`config.mk`:
```
export PLATFORM = sky130hd
export DESIGN_NAME = sha1_ctrl
export DESIGN_NICKNAME = d
export VERILOG_FILES = /design/src/rtl/sha1_ctrl.sv
export SDC_FILE = /design/constraint.sdc
export NUM_CORES = 1
export LEC_CHECK = 0
export BUFFER_PORTS_ARGS = -buffer_cell sky130_fd_sc_hd__buf_2
export CAP_MARGIN = 20
export CORE_AREA = 2 2 403 405
export DETAILED_ROUTE_END_ITERATION = 6
export DIE_AREA = 0 0 405 407
export PLACE_DENSITY = 0.51
export SLEW_MARGIN = 20
export SYNTH_ARGS = -nofsm -noshare
export SYNTH_HDL_FRONTEND = slang
export SYNTH_SLANG_ARGS = --single-unit
```
`constraint.sdc`:
```
create_clock -name clk -period 2.94 [get_ports clk]
set_input_delay 0.147 -clock clk [delete_from_list [all_inputs] [get_ports clk]]
set_output_delay 0.147 -clock clk [all_outputs]
set_load 0.02 [all_outputs]
```
`src/rtl/sha1_ctrl.sv`:
```
// SHA-1 message controller: buffers 32-bit words into 512-bit blocks, applies
// padding and length, and sequences an external compression core.
module sha1_ctrl (
    input  logic         clk,
    input  logic         reset,
    input  logic         in_valid,
    output logic         in_ready,
    input  logic [31:0]  in_data,
    input  logic         in_last,
    input  logic [2:0]   in_nbytes,
    output logic         core_start,
    output logic [511:0] core_block,
    output logic [159:0] core_hin,
    input  logic         core_done,
    input  logic [159:0] core_hout,
    output logic [159:0] hash,
    output logic         hash_valid,
    output logic         busy
);

    typedef enum logic [2:0] {S_IDLE, S_FILL, S_PAD, S_RUN, S_WAIT, S_XTRA} state_t;

    localparam logic [159:0] H_INIT = 160'h67452301_EFCDAB89_98BADCFE_10325476_C3D2E1F0;
    localparam logic [31:0]  MARKER = 32'h8000_0000;

    state_t         state_q, state_d;
    logic [4:0]     w_q, w_d;
    logic [31:0]    buf_q [16];
    logic [31:0]    buf_d [16];
    logic [63:0]    len_q, len_d;
    logic [159:0]   chain_q, chain_d;
    logic [159:0]   hash_q, hash_d;
    logic           final_q, final_d;
    logic           xtra_q, xtra_d;
    logic           mark_q, mark_d;
    logic           hv_q, hv_d;

    logic           accept;
    logic [31:0]    last_word;
    logic [63:0]    len_base, len_add;

    always_comb begin
        state_d  = state_q;
        w_d      = w_q;
        buf_d    = buf_q;
        len_d    = len_q;
        chain_d  = chain_q;
        hash_d   = hash_q;
        final_d  = final_q;
        xtra_d   = xtra_q;
        mark_d   = mark_q;
        hv_d     = hv_q;

        in_ready = (state_q == S_IDLE) || (state_q == S_FILL);
        accept   = in_valid && in_ready;
        len_base = (state_q == S_IDLE) ? 64'd0 : len_q;
        len_add  = in_last ? {58'd0, in_nbytes, 3'd0} : 64'd32;

        case (in_nbytes)
            3'd0:    last_word = MARKER;
            3'd1:    last_word = {in_data[31:24], 24'h80_0000};
            3'd2:    last_word = {in_data[31:16], 16'h8000};
            3'd3:    last_word = {in_data[31:8], 8'h80};
            default: last_word = in_data;
        endcase

        case (state_q)
            S_IDLE, S_FILL: begin
                if (accept) begin
                    if (state_q == S_IDLE) begin
                        chain_d = H_INIT;
                        hv_d    = 1'b0;
                        final_d = 1'b0;
                        xtra_d  = 1'b0;
                        mark_d  = 1'b0;
                    end
                    len_d = len_base + len_add;
                    buf_d[w_q[3:0]] = in_last ? last_word : in_data;
                    if (in_last) begin
                        state_d = S_PAD;
                        // w now points at the slot holding the 0x80 marker (16 = deferred)
                        if (in_nbytes < 3'd4) begin
                            w_d = w_q;
                        end else if (w_q == 5'd15) begin
                            w_d    = 5'd16;
                            mark_d = 1'b1;
                        end else begin
                            buf_d[w_q[3:0] + 4'd1] = MARKER;
                            w_d = w_q + 5'd1;
                        end
                    end else begin
                        w_d = w_q + 5'd1;
                        if (w_q == 5'd15) begin
                            state_d = S_RUN;
                            final_d = 1'b0;
                            xtra_d  = 1'b0;
                        end else begin
                            state_d = S_FILL;
                        end
                    end
                end
            end
            S_PAD: begin
                for (int i = 0; i < 16; i++) begin
                    if (5'(i) > w_q) buf_d[i] = 32'd0;
                end
                if (w_q <= 5'd13) begin
                    buf_d[14] = len_q[63:32];
                    buf_d[15] = len_q[31:0];
                    final_d   = 1'b1;
                end else begin
                    final_d = 1'b0;
                    xtra_d  = 1'b1;
                end
                state_d = S_RUN;
            end
            S_RUN: state_d = S_WAIT;
            S_WAIT: begin
                if (core_done) begin
                    chain_d = core_hout;
                    if (final_q) begin
                        hash_d  = core_hout;
                        hv_d    = 1'b1;
                        final_d = 1'b0;
                        w_d     = 5'd0;
                        state_d = S_IDLE;
                    end else if (xtra_q) begin
                        state_d = S_XTRA;
                    end else begin
                        w_d     = 5'd0;
                        state_d = S_FILL;
                    end
                end
            end
            S_XTRA: begin
                for (int i = 0; i < 16; i++) buf_d[i] = 32'd0;
                buf_d[0]  = mark_q ? MARKER : 32'd0;
                buf_d[14] = len_q[63:32];
                buf_d[15] = len_q[31:0];
                final_d   = 1'b1;
                xtra_d    = 1'b0;
                mark_d    = 1'b0;
                state_d   = S_RUN;
            end
            default: state_d = S_IDLE;
        endcase
    end

    always_ff @(posedge clk or negedge reset) begin
        if (!reset) begin
            state_q <= S_IDLE;
            w_q     <= 5'd0;
            for (int i = 0; i < 16; i++) buf_q[i] <= 32'd0;
            len_q   <= 64'd0;
            chain_q <= H_INIT;
            hash_q  <= 160'd0;
            final_q <= 1'b0;
            xtra_q  <= 1'b0;
            mark_q  <= 1'b0;
            hv_q    <= 1'b0;
        end else begin
            state_q <= state_d;
            w_q     <= w_d;
            buf_q   <= buf_d;
            len_q   <= len_d;
            chain_q <= chain_d;
            hash_q  <= hash_d;
            final_q <= final_d;
            xtra_q  <= xtra_d;
            mark_q  <= mark_d;
            hv_q    <= hv_d;
        end
    end

    always_comb begin
        core_block = '0;
        for (int i = 0; i < 16; i++) core_block[511 - 32*i -: 32] = buf_q[i];
    end

    assign core_start = (state_q == S_RUN);
    assign core_hin   = chain_q;
    assign hash       = hash_q;
    assign hash_valid = hv_q;
    assign busy       = (state_q != S_IDLE);

endmodule

```
==> results of run 1 <==
sequential cells by signal, summed over array words and instances (netlist names):
signal      cells
core_block    512
hash_valid      1
mark_q          1
state_q         3
final_q         1
w_q             5
core_hin      160
xtra_q          1
hash          160
len_q          61
where the power goes:
| group | internal, mW | leakage (nW) | switching, mW | total [mW] |
|---|---|---|---|---|
| logic | 7.63 | 12.6 | 15.3 | 22.9 |
| registers | 16.6 | 11.9 | 2.29 | 18.9 |
| clock network | 7.85 | 1.75 | 5.79 | 13.6 |
| total | 32.1 | 26.3 | 23.3 | 55.4 |
through the flow:
stage / hold WS (ns) / total power [mW] / instance area [sq um] / setup WS [ns] / util (%)
2_1_floorplan: -0.149 / 31.1 / 37500 / -0.00863 / -
3_3_place_gp: 0.236 / 41.5 / 46500 / 0.105 / 29.0
3_5_place_dp: 0.239 / 41.7 / 46500 / 0.0653 / 29.0
4_1_cts: 0.000660 / 55.8 / 52100 / 0.0494 / 32.5
5_1_grt: 0.0148 / 58.1 / 52100 / 0.0360 / 32.6
6_report: 0.0297 / 55.4 / 52200 / 0.185 / 32.6
how the worst min path moves through the flow:
stage,startpoint,endpoint,slack (ns),cells after the start
floorplan,reset,core_block[0]$_DFFE_PN0P_,-0.15,0
global placement,reset,core_block[353]$_DFFE_PN0P_,0.24,1
detailed placement,reset,core_block[363]$_DFFE_PN0P_,0.24,1
CTS,in_data[31],core_block[319]$_DFFE_PN0P_,0.0007,5
global route,reset,core_block[363]$_DFFE_PN0P_,0.01,2
finish,reset,core_block[364]$_DFFE_PN0P_,0.03,2
layer usage:
metal	part of all wire [%]	global-route usage [%]	vias to the layer above	wire length (um)
li1	-	-	14123	-
met1	40	25.2	16176	69900
met2	49	34.2	1287	85300
met3	7.8	5.25	274	13700
met4	3.9	7.52	4	6880
met5	0.015	0	-	27
cell usage in the layout, fill, tap and decap left out, types with 25 or more instances in the layout:
master and n:
nand3_1 39, nor2_1 349, dfstp_2 80, nand2_1 536, buf_12 44, a21oi_1 234
o22a_1 81, o221ai_1 31, buf_2 1034, and2_1 39, dlygate4sd3_1 196, xnor2_1 35
clkbuf_1 30, a221o_1 30, dfrtp_1 825, clkbuf_16 107, nand4_1 26, clkbuf_8 25
buf_4 144, inv_1 41, mux2_2 161, o21ai_0 43, a22o_1 96, nor3_1 28
mux2i_1 220
worst max-delay path: cells and delay by family (launching register included):
family	cells	cell delay (ns)
compound gates	2	0.52
buf+inv	3	0.73
simple gates	3	0.96
flops	1	0.39
area by class of cell:
| class | count | area, sq um | share of cell area [%] |
|---|---|---|---|
| Clock inverter | 30 | 454 | 0.871 |
| Inverter | 41 | 154 | 0.295 |
| Clock buffer | 162 | 3130 | 6.01 |
| Multi-Input combinational cell | 2154 | 13800 | 26.5 |
| Sequential cell | 905 | 22700 | 43.6 |
| Timing Repair Buffer | 1419 | 9110 | 17.5 |
| Antenna cell | 11 | 27.5 | 0.0528 |
| Tap cell | 2160 | 2700 | 5.18 |
cell families after synthesis:
group / synth area share (%)
xor gates and xnor gates: 1.26
adders and majority gates: 0.354
and+or+nand+nor: 12.4
muxes: 10.7
DFF: 60.6
AOI/OAI and AO/OA: 11.3
buffers and inverters: 3.38
timing repair:
| action | in CTS | in global routing |
|---|---|---|
| setup endpoints to repair | 0 | 35 |
| hold endpoints to repair | 603 | 0 |
| hold buffers | 196 | 0 |
| gates resized for setup | 0 | 3 |
| setup buffers | 0 | 3 |
==> results.md, run 1 <==
* Status: complete, no violations
* Synth unique cells at 71
* CP most frequent cell: buf_4
* Critical path launch point: state_q[1]$_DFFE_PN0P_
* Clk sinks at 905
* Worst Path Max Fanout at 31
* Worst setup SP type: flop
* Fillers at 16361
* Rows at 147
* IO buf count at 1035
* Count of final hold-check violations at 0
* Setup TNS at 0 ns
* Slowest CP cell: or3b_2
* Synthesized cell area at 0.0375 sq mm
* Clock latency on the worst-skew pair at 0.73 ns
* Share of flip-flops with an asynchronous set or reset at 100%
* GPL Wtd Cong at 0.872
* Register bit total from synthesis at 905
* Die area at 0.165 sq mm
* Max VDD drop at 0.656 mV
* Synth top cells by count: 825 x dfrtp_1, 536 x nand2_1, 351 x nor2_1
* DP HPWL at 128000 um
* Achievable frequency at 0.363 GHz
* Pwr Density at 1060 mW/mm^2
* CTS root buffer: clkbuf_16
* Clk_skew at 0.0530 ns
* Total global routing overflow at 0
* Placed Instances at 6478
* Number of global-route vias before repair at 31894
* DR iter-0 viols at 2325
* Leakage at 26.3 nW
* Crit Reg-Reg Startpoint: state_q[1]$_DFFE_PN0P_
* Pin count of the biggest net entering global routing at 92
* Least-Margin Pin Slew at 0.939 ns
* Die Wd at 405 um
* Area contributors post-synth: dfrtp_1 55%, mux2i_1 5.9%, dfstp_2 5.6%, nand2_1 5.4%, mux2_2 4.8%
* # nets final at 4838
* Initial Util at 23.4%
* Post-synth EDFFs at 0
* Die H at 407 um
* Synth area leader: dfrtp_1
* Remaining antenna violation count at 0
* R2R Path End: core_block[384]$_DFFE_PN0P_
* Fin cells at 6882
* CP arrival at 3.37 ns
* Global-route wire length before repair at 243000 um
* Drt via density at 4.63
* CORE AREA at 0.160 sq mm
* Drt total wl at 176000 um
* Pins over their slew limit at 0
* Crit Path Category: reg2reg
* Synth Warn # at 0
* Fin crit share at 93.7%
* Post-synth net total at 3576
* Htree depth at 3
* Post-Syn Instances at 3366
* Endpoint type of the worst setup path: flop
* Leading register cell type out of synthesis: dfrtp_1
* Gr usage total at 20.4%
* Min Tclk post-route at 2.75 ns
* Mean Syn Cell Area at 11.1 sq um
* Number of antenna violations at the first check in global routing at 12
* Most frequent cell after synthesis: dfrtp_1
* Clk pin slew, worst setup/hold paths at 0.06 ns
* Longest Clk Path Bufs at 3
* RSZ-0062 raised after global routing: false
* CP Capture Point: core_block[384]$_DFFE_PN0P_
* Crit path cell chain: buf_4, or3b_2, o211ai_1, buf_4, or2_2, buf_12, nand2_1, a21oi_1
* Register area share after synthesis at 60.6%
* DRC Markers at 0
* CTS tree: built
* Yosys top cell area share at 55.0%
* Rel. slew slack at 37.4%
* Ratio of cells with drive above 1 in the final layout at 35.7%
* Reg2Reg Depth at 8
* Max stage delay on crit path at 0.71 ns
* Required time of the critical path at 3.56 ns
* I/O pin total at 1036
* Reg2reg setup slack at 0.19 ns
* Final setup fails at 0
* Max_cap viols at 0
* Drt pass-1 iters at 6
* Area grow syn2layout at 39.1%
* Via count at 31864
* Cts bufs inserted at 107
* Wirelength per Cell at 25.6 um
* Hold Path Class: in2async
Note: power is estimated with default switching activity, not from simulation.
==> run 2: changes to the inputs <==
Settings changed: CTS_CLUSTER_DIAMETER set to 100, GPL_ROUTABILITY_DRIVEN set to 0, HOLD_SLACK_MARGIN set to 0.15.
==> run 2 against run 1 <==
Core utilization rose by 0.34 points. Hold slack improved by 0.20 ns. Register-to-register slack improved by 0.02 ns. Non-clock buffer count rose by 57. Clock skew barely moved. Critical endpoint is now core_block[412]$_DFFE_PN0P_. Highest routed layer unchanged.
==> results.md, run 2 (synthesis gave the netlist of run 1 again) <==
* Pins over their slew limit at 0
* CTS root buffer: clkbuf_16
* Status: complete, no violations
* Crit Path Category: reg2reg
* Setup WS post-layout at 0.201 ns
* Post-layout utilization of the core at 32.9%
* Max_cap viols at 0
* Pwr Density at 1050 mW/mm^2
* Rows at 147
* Longest Clk Path Bufs at 3
* Pre-CTS WS at 0.0653 ns
* Clock share of power at 24.4%
* Switching share of power at 42.2%
* IO buf count at 1035
* Leakage at 26.5 nW
* Largest register FFs at 512
* Initial Util at 23.4%
* Via count at 32170
* Clock latency on the worst-skew pair at 0.72 ns
* Most frequent cells in the layout: 1034 x buf_2, 825 x dfrtp_1, 536 x nand2_1
* Fin crit share at 93.2%
* Max VDD drop at 0.718 mV
* Number of global-route vias before repair at 32276
* Rel. slew slack at 38.8%
* Drt pass-1 iters at 6
* # nets final at 4895
* Count of final hold-check violations at 0
* Die area at 0.165 sq mm
* Reg2reg setup slack at 0.20 ns
* Ratio of cells with drive above 1 in the final layout at 35.2%
* Hold Path Class: in2reg
* CP arrival at 3.37 ns
* Worst hold margin at 0.229 ns
* Clk_skew at 0.0528 ns
* Min Tclk post-route at 2.74 ns
* Achievable frequency at 0.365 GHz
* Comb pwr share at 41.5%
* Drt via density at 4.64
* I/O pin total at 1036
* Least-Margin Pin Slew at 0.918 ns
* RSZ-0062 raised after global routing: false
* Area grow syn2layout at 40.5%
* Commonest non-fill, non-tap cell in the layout: buf_2
* Total global routing overflow at 0
* Crit Reg-Reg Startpoint: state_q[2]$_DFFE_PN0P_
* CTS tree: built
* Number of antenna violations at the first check in global routing at 14
* DR iter-0 viols at 2310
* Worst setup SP type: flop
* Fillers at 16288
* Register area at 0.0227 sq mm
* Htree depth at 3
* Final setup fails at 0
* Sequential fraction of design power at 34.1%
* Endpoint type of the worst setup path: flop
* R2R Path End: core_block[412]$_DFFE_PN0P_
* Switching power at 23.3 mW
* Drt total wl at 177000 um
* Die Wd at 405 um
* Multi-input gate area at 0.0138 sq mm
* Gr usage total at 20.5%
* Global-route wire length before repair at 245000 um
* Required time of the critical path at 3.57 ns
* Clk pin slew, worst setup/hold paths at 0.06 ns
* Clk sinks at 905
* Reg2Reg Depth at 8
* DP HPWL at 128000 um
* Pin count of the biggest net entering global routing at 92
* Critical path launch point: state_q[2]$_DFFE_PN0P_
* DRC Markers at 0
* CP Capture Point: core_block[412]$_DFFE_PN0P_
* CORE AREA at 0.160 sq mm
* Cts bufs inserted at 107
* P_int at 32.0 mW
* Wirelength per Cell at 25.5 um
* Worst Path Max Fanout at 31
* Die H at 407 um
* Remaining antenna violation count at 0
[run 2: cell types whose count changed in the layout (fill, tap and decap cells not counted), moves of 2 or more]
cell	change
clkbuf_1	+3
clkinvlp_4	+2
dlygate4sd3_1	+56
clkbuf_8	-7
clkinv_4	-2
[run 2: metrics by stage]
step	power [mW]	cells	area, sq um	setup TNS [ns]
2_1_floorplan	31.1	3366	37500	-0.00863
6_report	55.4	6938	52700	0
5_1_grt	58.1	6930	52700	0
3_3_place_gp	41.5	6478	46500	0
4_1_cts	55.7	6921	52600	0
3_5_place_dp	41.7	6478	46500	0
[run 2: critical path: stages (launching register included)]
cell	delay (ns)
dfrtp_1	0.40
buf_4	0.22
or3b_2	0.73
o211ai_1	0.37
buf_4	0.28
or2_2	0.17
buf_12	0.20
nand2_1	0.09
a21oi_1	0.13
[run 2: cell type report]
| class | count | share of cell area [%] |
|---|---|---|
| inverters | 41 | 0.292 |
| clock buffers | 158 | 5.78 |
| flip-flops and latches | 905 | 43.2 |
| well taps | 2160 | 5.13 |
| diodes | 12 | 0.0570 |
| clock inverters | 32 | 0.935 |
| repair buffers | 1476 | 18.4 |
| multi-input cells | 2154 | 26.2 |
[run 2: power by group through the flow]
stage	combinational, mW	clock [mW]	sequential (mW)
after floorplan	7.96	0	23.2
after global placement	22.6	0	18.8
after detailed placement	22.7	0	18.9
after CTS	23.1	13.8	18.8
after global routing	24.5	14.3	19.3
final	23.0	13.5	18.9
[run 2: layer usage]
| metal | vias up | global-route usage [%] | wire (um) |
|---|---|---|---|
| met3 | 291 | 5.50 | 13400 |
| met4 | 4 | 8.35 | 7900 |
| met1 | 16311 | 25.2 | 70500 |
| met5 | - | 0 | 25 |
| li1 | 14251 | - | - |
| met2 | 1313 | 34.1 | 85100 |
[run 2: repair_timing]
| item | 4_1_cts | 5_1_grt |
|---|---|---|
| endpoints found under the hold margin | 1521 | 0 |
| endpoints found under the setup margin | 0 | 36 |
| gates resized for setup | 0 | 3 |
| hold buffers | 253 | 0 |
| setup buffers | 0 | 3 |
[run 2: worst min-delay path by stage]
stage                     cells after the start                          end  slack, ns      startpoint
after floorplan                               0    core_block[0]$_DFFE_PN0P_      -0.15           reset
after global placement                        1  core_block[353]$_DFFE_PN0P_       0.24           reset
after detailed placement                      1  core_block[363]$_DFFE_PN0P_       0.24           reset
after CTS                                     3          hash[2]$_DFFE_PN0P_       0.15    core_hout[2]
after global routing                          3     core_hin[23]$_DFFE_PN1P_       0.18   core_hout[23]
final                                         3    core_hin[132]$_DFFE_PN0P_       0.23  core_hout[132]
